==> config.mk <==
export PLATFORM = sky130hd
export DESIGN_NAME = audio_pwm_envelope
export DESIGN_NICKNAME = d
export VERILOG_FILES = /design/src/rtl/audio_pwm_envelope.sv
export SDC_FILE = /design/constraint.sdc
export NUM_CORES = 1
export LEC_CHECK = 0
export ABC_AREA = 1
export CAP_MARGIN = 40
export CORE_UTILIZATION = 66
export CTS_CLUSTER_DIAMETER = 120
export DETAILED_ROUTE_END_ITERATION = 7
export PLACE_DENSITY = 0.94
export SYNTH_ARGS = -nofsm -noshare
export SYNTH_HDL_FRONTEND = slang
export SYNTH_SLANG_ARGS = --single-unit
==> constraint.sdc <==
create_clock -name clk -period 4.4 [get_ports clk]
set_clock_uncertainty 0.2 [all_clocks]
set_input_delay 1.1 -clock clk [delete_from_list [all_inputs] [get_ports clk]]
set_output_delay 1.1 -clock clk [all_outputs]
set_load 0.02 [all_outputs]
==> src/rtl/audio_pwm_envelope.sv <==
// Note-driven square-wave tone shaped by a millisecond-tick attack/sustain/release
// envelope, rendered as an 8-bit PWM stream.
module audio_pwm_envelope #(
  parameter int CLK_FRE      = 50_000_000,
  parameter int ATTACK_STEP  = 16,
  parameter int RELEASE_STEP = 4
) (
  input  logic       clk,
  input  logic       rstn,
  input  logic       enable,
  input  logic       noteStrobe,
  input  logic [7:0] note,
  input  logic [7:0] velocity,
  input  logic       gate,
  output logic       pwmOut,
  output logic [7:0] envLevel,
  output logic       active
);

  localparam int TICK_DIV = CLK_FRE / 1000;
  localparam logic [31:0] TICK_LAST = 32'(TICK_DIV - 1);
  localparam int NOTE_HZ [0:13] = '{262, 294, 330, 349, 392, 440, 494,
                                    523, 587, 659, 698, 784, 880, 988};

  typedef enum logic [1:0] {ST_IDLE, ST_ATTACK, ST_SUSTAIN, ST_RELEASE} state_t;

  logic [31:0] w_half_tab [0:15];
  logic        w_note_valid;
  logic        w_strobe;
  logic        w_tick;
  logic [8:0]  w_att_sum;
  logic        w_att_done;
  logic        w_rel_done;

  logic [31:0] r_tone_cnt;
  logic [31:0] r_half;
  logic        r_phase;
  logic [31:0] r_presc;
  state_t      r_state;
  logic [7:0]  r_env;
  logic [7:0]  r_target;
  logic        r_active;
  logic [7:0]  r_pwm_cnt;
  logic [7:0]  r_amp;
  logic        r_pwm;

  // Half-period lookup indexed by note code; codes 0 and 15 are rests.
  genvar gi;
  generate
    for (gi = 0; gi < 16; gi++) begin : g_half
      if (gi >= 1 && gi <= 14) begin : g_note
        assign w_half_tab[gi] = 32'((CLK_FRE / NOTE_HZ[gi-1]) / 2);
      end else begin : g_rest
        assign w_half_tab[gi] = '0;
      end
    end
  endgenerate

  assign w_note_valid = (note >= 8'd1) && (note <= 8'd14);
  assign w_strobe     = enable && noteStrobe;
  assign w_tick       = (r_presc == TICK_LAST);
  assign w_att_sum    = {1'b0, r_env} + 9'(ATTACK_STEP);
  assign w_att_done   = (w_att_sum >= {1'b0, r_target});
  assign w_rel_done   = ({1'b0, r_env} <= 9'(RELEASE_STEP));

  always_ff @(posedge clk or negedge rstn) begin
    if (!rstn) begin
      r_tone_cnt <= '0;
      r_half     <= '0;
      r_phase    <= 1'b0;
    end else if (w_strobe && w_note_valid) begin
      r_tone_cnt <= '0;
      r_phase    <= 1'b0;
      r_half     <= w_half_tab[note[3:0]];
    end else if (r_tone_cnt >= r_half) begin
      r_tone_cnt <= '0;
      r_phase    <= ~r_phase;
    end else begin
      r_tone_cnt <= r_tone_cnt + 32'd1;
    end
  end

  always_ff @(posedge clk or negedge rstn) begin
    if (!rstn) begin
      r_presc <= '0;
    end else if (w_tick) begin
      r_presc <= '0;
    end else begin
      r_presc <= r_presc + 32'd1;
    end
  end

  // Strobe outranks gate and tick; in ATTACK a low gate outranks the tick.
  always_ff @(posedge clk or negedge rstn) begin
    if (!rstn) begin
      r_state  <= ST_IDLE;
      r_env    <= '0;
      r_target <= '0;
      r_active <= 1'b0;
    end else if (!enable) begin
      r_state  <= ST_IDLE;
      r_env    <= '0;
      r_active <= 1'b0;
    end else if (noteStrobe) begin
      if (w_note_valid && (velocity != 8'd0)) begin
        r_target <= velocity;
        r_state  <= ST_ATTACK;
        r_active <= 1'b1;
      end else if (r_state == ST_ATTACK || r_state == ST_SUSTAIN) begin
        r_state  <= ST_RELEASE;
        r_active <= 1'b1;
      end
    end else begin
      case (r_state)
        ST_ATTACK: begin
          if (!gate) begin
            r_state <= ST_RELEASE;
          end else if (w_tick) begin
            if (w_att_done) begin
              r_env   <= r_target;
              r_state <= ST_SUSTAIN;
            end else begin
              r_env <= w_att_sum[7:0];
            end
          end
        end
        ST_SUSTAIN: begin
          if (!gate) r_state <= ST_RELEASE;
        end
        ST_RELEASE: begin
          if (w_tick) begin
            if (w_rel_done) begin
              r_env    <= '0;
              r_state  <= ST_IDLE;
              r_active <= 1'b0;
            end else begin
              r_env <= r_env - 8'(RELEASE_STEP);
            end
          end
        end
        default: ;
      endcase
    end
  end

  // Amplitude only reloads at the PWM wrap so each 256-cycle frame has one duty.
  always_ff @(posedge clk or negedge rstn) begin
    if (!rstn) begin
      r_pwm_cnt <= '0;
      r_amp     <= '0;
      r_pwm     <= 1'b0;
    end else begin
      r_pwm_cnt <= r_pwm_cnt + 8'd1;
      if (!enable) begin
        r_amp <= '0;
      end else if (r_pwm_cnt == 8'hFF) begin
        r_amp <= r_phase ? r_env : 8'd0;
      end
      r_pwm <= enable && (r_pwm_cnt < r_amp);
    end
  end

  assign pwmOut   = r_pwm;
  assign envLevel = r_env;
  assign active   = r_active;

endmodule

==> results of run 1 <==
==> power breakdown <==
group          internal (uW)  switching, uW  total (uW)
Sequential              1160           53.3        1210
Combinational            138            250         388
Clock                    719            552        1270
Total                   2020            855        2870
==> sequential cells by signal (all words and copies together) (netlist names) <==
register    flops
r_pwm_cnt       8
r_target        8
r_phase         1
r_amp           8
r_state         2
active          1
r_half         17
r_presc        32
envLevel        8
r_tone_cnt     32
pwmOut          1
==> final timing paths <==
path                                         startpoint                 endpoint  cells after the start
min in group asynchronous                          rstn     r_presc[7]$_DFF_PN0_                      1
worst max register to register  envLevel[6]$_DFFE_PN0P_  envLevel[3]$_DFFE_PN0P_                     12
max in group asynchronous                          rstn    r_presc[25]$_DFF_PN0_                      2
worst max-delay path                            note[0]  r_target[0]$_DFFE_PN0P_                     10
worst min register to register   r_pwm_cnt[0]$_DFF_PN0_   r_pwm_cnt[0]$_DFF_PN0_                      1
worst min-delay path             r_pwm_cnt[0]$_DFF_PN0_   r_pwm_cnt[0]$_DFF_PN0_                      1
==> per-layer routing <==
layer	vias to the layer above	routed length, um	track usage (%)
li1	2899	-	-
met1	2941	6560	39.2
met4	0	709	16.0
met3	84	1360	7.92
met2	340	8620	56.5
met5	-	0	0
==> stage by stage <==
step | total power (uW) | util [%] | instances | cell area (um^2)
final | 2870 | 77.8 | 1072 | 8040
after global routing | 2980 | 77.8 | 1072 | 8040
after CTS | 2860 | 77.8 | 1072 | 8040
after detailed placement | 1590 | 72.6 | 1040 | 7490
after global placement | 1570 | 72.6 | 1040 | 7490
after floorplan | 1460 | - | 884 | 7080
==> cell type report <==
type / instances / share of cell area (%)
Sequential cell: 118 / 36.7
Tap cell: 136 / 2.12
Timing Repair Buffer: 33 / 3.99
Multi-Input combinational cell: 617 / 44.0
Clock inverter: 14 / 1.45
Inverter: 136 / 6.35
Clock buffer: 18 / 5.32
==> cells in the final DEF, fill, tap and decap left out, types with 29 or more instances in the layout <==
cell / synthesis / final
a21oi_1: 30 / 30
clkdlybuf4s50_1: 0 / 29
dfrtp_1: 118 / 118
ha_1: 50 / 50
inv_1: 130 / 130
nand2_1: 151 / 151
nand3_1: 49 / 49
nor2_1: 122 / 122
o21ai_0: 42 / 42
xor2_1: 39 / 39
==> cell usage after synthesis, types with 3 or more instances <==
cell type  instances
a21oi_1           30
a31oi_1            7
buf_2              4
buf_4              3
clkbuf_1           3
dfrtp_1          118
ha_1              50
inv_1            130
inv_2              5
nand2_1          151
nand2_2            6
nand3_1           49
nand3_2            5
nand4_1           21
nor2_1           122
nor2_2             3
nor2_4             6
nor3_1            21
nor3_2             3
o211ai_1           6
o21ai_0           42
o22ai_1            9
xnor2_1            8
xor2_1            39
==> logic make-up after synthesis <==
kind of cell             Yosys count
adder cells (fa/ha/maj)           50
other                              1
XOR/XNOR                          47
AO/OA/AOI/OAI                    100
flip-flops                       118
AND/OR/NAND/NOR                  405
multiplexers                       1
buffers and inverters            149
==> key figures, run 1 <==
Critical path
  – CP max stage cell: clkdlybuf4s50_1
  – Critical Path RT: 4.62 ns
  – R2R Setup Slk: 1.53 ns
  – Crit-path most repeated cell: inv_1
  – CP delay by family, top: buffers and inverters
  – Crit Path Category: primary input to register
  – Crit path DAT: between 3 and 4 ns
  – Bufs and invs on worst path: 4
  – Worst-path cell chain: clkdlybuf4s50_1 -> inv_1 -> ha_1 -> inv_1 -> nor2_1 -> nand2_1 -> nand3_1 -> inv_1 -> nand2_1 -> mux2_2
  – CP Max Fanout: 13
  – Worst setup EP type: register
  – CP Launch Type: primary input
  – Worst path max stage delay: roughly 0.53 ns

Synth
  – Top-area cell type share of the netlist area: a little over two fifths
  – Average size of a mapped cell: 8.07 um^2
  – XOR/XNOR Fraction of Synth Area: 5.85%
  – Mux share of post-synthesis cell area: 0.160%
  – Post-Synthesis Cells: 871
  – YS warnings: 0
  – Largest area contributor in the netlist: dfrtp_1
  – EDFF count, synth: 0
  – Combinational family with the most area after synthesis: simple AND/OR/NAND/NOR gates
  – Area contributors post-synth: dfrtp_1 42%, ha_1 8.9%, nand2_1 8.1%, inv_1 6.9%, nor2_1 6.5%
  – Distinct cells, synth: between 40 and 50
  – Top_reg_cell synth: dfrtp_1
  – Simple-gate share of the synthesized area: between 20% and 30%
  – Flops & latches, synth: approximately 120
  – Adder-Cell Fraction of Synth Area: slightly below 9%
  – Async SR Flop Fraction: between 90% and 100%
  – Synthesized area: 7030 um^2
  – Sequential fraction of the synthesis area: 42.0%
  – Synth Area in Compound Gates: slightly below 8%

Die
  – CORE AREA: 10300 um^2
  – Starting Density: between 60% and 70%
  – Io pins: 31
  – Die width: roughly 110 um
  – Die area: around 11000 um^2
  – Num rows: 37
  – Die Ht: 105 um

Timing
  – WHS: approximately 0.28 ns
  – RSZ-0062 raised after global routing: false
  – TNS Setup: 0 ns
  – Crit path time final: 3.13 ns
  – Slew @ Worst Pin: 0.817 ns
  – Slew Limit Headroom: between 40% and 50%
  – Max Freq: around 0.32 GHz
  – Final Hold Viols: 0
  – Final setup viols: 0
  – Crit share post-route: between 70% and 80%
  – Max-slew violation count: 0
  – Final setup margin: about 1.3 ns

GRT
  – Initial antenna violation count: 0
  – First-pass GRT wire length: between 20000 and 30000 um
  – Global Route Usage Sum: 33.1%
  – Total grt overflow: 0
  – Vias in the first global route: 6115
  – Pin count of the biggest net entering global routing: 62

Clock tree
  – Clock Pin Slew Worst Setup and Hold Paths: approximately 0.060 ns
  – Num CTS Buffers: 17
  – Clk root buf: clkbuf_8
  – CTS tree: yes
  – Htree depth: 4
  – Clk Latency, worst-skew pair: 0.53 ns
  – # clock sinks: 118
  – # hold bufs at CTS: 0
  – Clock buffer depth: 2
  – Post-CTS Setup Bufs: 0
  – CTS resizes: 0

Route
  – DRC: 0
  – Vias after detailed routing: about 6300
  – Vias per cell: 5.84
  – Wire per inst: 16.1 um
  – Iteration-0 DRC Markers: 700
  – Antenna-violating nets left: 0
  – Detailed Route WL: roughly 17000 um
  – DR pass1 iterations: 5

Layout
  – Diodes inserted: 0
  – Multi-input gate area: approximately 3500 um^2
  – Layout cells sized above 1: under 10%
  – Fill cells: around 660
  – Sequential standard cell area: 2950 um^2
  – Post-layout nets: roughly 990
  – Layout area overhead: 14.3%

Outcome
  – Status: finished, final reports clean

Worst hold path
  – Min-Delay Path Class: register to register

Placed design
  – HPWL after detailed placement: between 10000 and 15000 um
  – Pre-CTS setup slack: 0.809 ns
  – IO Port Bufs: 30
  – RePlAce Congestion: 0.942

Flow run
  – Number of max-cap violations: 0

Power
  – Pwr/cell area: between 300 and 400 nW/um^2
  – Worst VDD drop: ~0.36 mV
  – Static Leakage: ~0.0039 uW
Power figures use the tool's default switching activity.
==> inputs of run 2 (changes only) <==
CORE_UTILIZATION = 55   (was 66)
PLACE_DENSITY = 0.84   (was 0.94)
clock period = 2.5 ns   (was 4.4 ns; I/O delays follow)
==> run 2 against run 1 <==
Net effect:
- first-iteration DRC count shrank 41%
- largest cell class unchanged
- highest routed layer unchanged
- largest power group unchanged
- utilization shrank 7.8 points
- worst setup slack lost 1.2 ns
- register-to-register slack lost 1.4 ns
==> key figures, run 2 (synthesized netlist as in run 1, its figures left out) <==
Timing
  – Crit path time final: approximately 2.4 ns
  – Slew @ Worst Pin: between 0.5 and 0.6 ns
  – Max-slew violation count: 0
  – Final setup viols: 0
  – Final setup margin: 0.111 ns
  – Final Hold Viols: 0
  – Crit share post-route: roughly 96%
  – Slew Limit Headroom: 61.1%
  – Max Freq: about 0.42 GHz
  – TNS Setup: 0 ns

Clock tree
  – Clock Pin Slew Worst Setup and Hold Paths: 0.06 ns
  – # clock sinks: between 100 and 150
  – Clk root buf: clkbuf_16
  – Htree depth: 4
  – Num CTS Buffers: 17
  – CTS tree: yes
  – Post-CTS Setup Bufs: 0
  – Clock buffer depth: 2
  – Clk Latency, worst-skew pair: about 0.42 ns

Layout
  – Fill cells: about 920
  – Post-layout nets: 1029
  – Post-Layout Cell Count: between 1000 and 1500
  – Layout cells sized above 1: about an eighth
  – Layout area overhead: 22.1%
  – Design Area, Final: between 8000 and 9000 um^2
  – Commonest non-fill, non-tap cell in the layout: nand2_1
  – Diodes inserted: 0
  – Top flop regs: r_presc (32), r_tone_cnt (32), r_half (17)
  – Most frequent cells in the layout: 151 x nand2_1, 130 x inv_1, 120 x nor2_1, 115 x dfrtp_1, 48 x nand3_1

Critical path
  – Crit path DAT: around 1.6 ns
  – Worst-path cell chain: buf_4 -> clkdlybuf4s50_1
  – Critical Path RT: around 1.7 ns
  – CP delay by family, top: buffers and inverters
  – Crit Path Category: register to primary output
  – CP max stage cell: clkdlybuf4s50_1
  – Worst path max stage delay: 0.59 ns
  – CP Max Fanout: 5
  – Worst setup EP type: primary output
  – CP Launch Type: register
  – Bufs and invs on worst path: 2

Die
  – Num rows: 40
  – Io pins: 31
  – Starting Density: between 50% and 60%
  – Die width: between 100 and 150 um
  – CORE AREA: 12300 um^2
  – Die Ht: 115 um
  – Die area: about 13000 um^2

GRT
  – Vias in the first global route: around 5800
  – First-pass GRT wire length: about 27000 um
  – Total grt overflow: 0
  – Pin count of the biggest net entering global routing: 46
  – Initial antenna violation count: 0
  – Global Route Usage Sum: roughly a quarter

Route
  – Vias after detailed routing: 6052
  – Antenna-violating nets left: 0
  – Iteration-0 DRC Markers: 411
  – Wire per inst: 14.4 um
  – Detailed Route WL: 16400 um
  – Vias per cell: roughly 5.3
  – DRC: 0
  – DR pass1 iterations: 5

Placed design
  – RePlAce Congestion: 0.920
  – # placed instances: roughly 1100
  – IO Port Bufs: 30
  – Pre-CTS setup slack: -0.122 ns
  – HPWL after detailed placement: roughly 12000 um
  – Placed instance area: roughly 8000 um^2

Power
  – Worst VDD drop: between 0.4 and 0.5 mV
  – Pwr/cell area: 644 nW/um^2
  – Static Leakage: roughly 0.0042 uW

Worst hold path
  – Min-Delay Path Class: register to register

Flow run
  – Number of max-cap violations: 0

Outcome
  – Status: finished, final reports clean
==> run 2: final cells by class <==
class | instances | area, um^2 | area share [%]
inverters | 136 | 510 | 5.95
well taps | 168 | 210 | 2.45
clock inverters | 12 | 199 | 2.32
flip-flops and latches | 118 | 2960 | 34.4
repair buffers | 68 | 651 | 7.58
clock buffers | 20 | 457 | 5.32
multi-input cells | 617 | 3600 | 42.0
==> run 2: per-layer routing <==
layer	wire (um)	vias to the layer above	global-route usage, %
met3	749	36	6.17
met1	7410	2867	34.2
met4	408	0	12.0
li1	-	2976	-
met5	0	-	0
met2	7820	173	42.4
==> run 2: path summary, 6_finish.rpt <==
kind | start | end | slack (ns) | depth (start not counted)
worst max-delay path | envLevel[4]$_DFFE_PN0P_ | envLevel[4] | 0.11 | 2
worst min-delay path | r_pwm_cnt[0]$_DFF_PN0_ | r_pwm_cnt[0]$_DFF_PN0_ | 0.27 | 1
worst max register to register | envLevel[6]$_DFFE_PN0P_ | envLevel[4]$_DFFE_PN0P_ | 0.11 | 12
worst min register to register | r_pwm_cnt[0]$_DFF_PN0_ | r_pwm_cnt[0]$_DFF_PN0_ | 0.27 | 1
max in group asynchronous | rstn | envLevel[5]$_DFFE_PN0P_ | 0.96 | 3
min in group asynchronous | rstn | r_presc[4]$_DFF_PN0_ | 0.52 | 2
==> run 2: report_power, final <==
group | total (uW) | switching, uW | leakage [uW] | internal, uW
Combinational | 703 | 426 | 0.00236 | 277
Clock | 2700 | 879 | 0.000320 | 1820
Sequential | 2130 | 85.2 | 0.00152 | 2040
==> run 2: per-stage QoR <==
| stage | power (uW) | hold slack, ns | utilization, % |
|---|---|---|---|
| final | 5530 | 0.268 | 70.0 |
| after floorplan | 2570 | 0.129 | - |
| after global placement | 2800 | 0.257 | 64.0 |
| after global routing | 5760 | 0.307 | 70.0 |
| after detailed placement | 2830 | 0.259 | 64.0 |
| after CTS | 5550 | 0.269 | 69.5 |
==> run 2: what timing repair did <==
item	CTS	global route
endpoints found under the hold margin	33	0
setup endpoints to repair	2	11
gates cloned	0	0
gates resized for setup	1	12
hold buffers	1	0
==> run 2: worst register-to-register path, cell delays in order, from the launching register on <==
cell     delay, ns
dfrtp_2       0.44
nand3_2       0.12
xor2_2        0.18
ha_1          0.33
a21oi_1       0.14
nand3_1       0.09
nor2_2        0.14
nand2_2       0.10
inv_2         0.09
nor2_1        0.04
o21ai_0       0.23
nand3_1       0.13
nand2_1       0.07
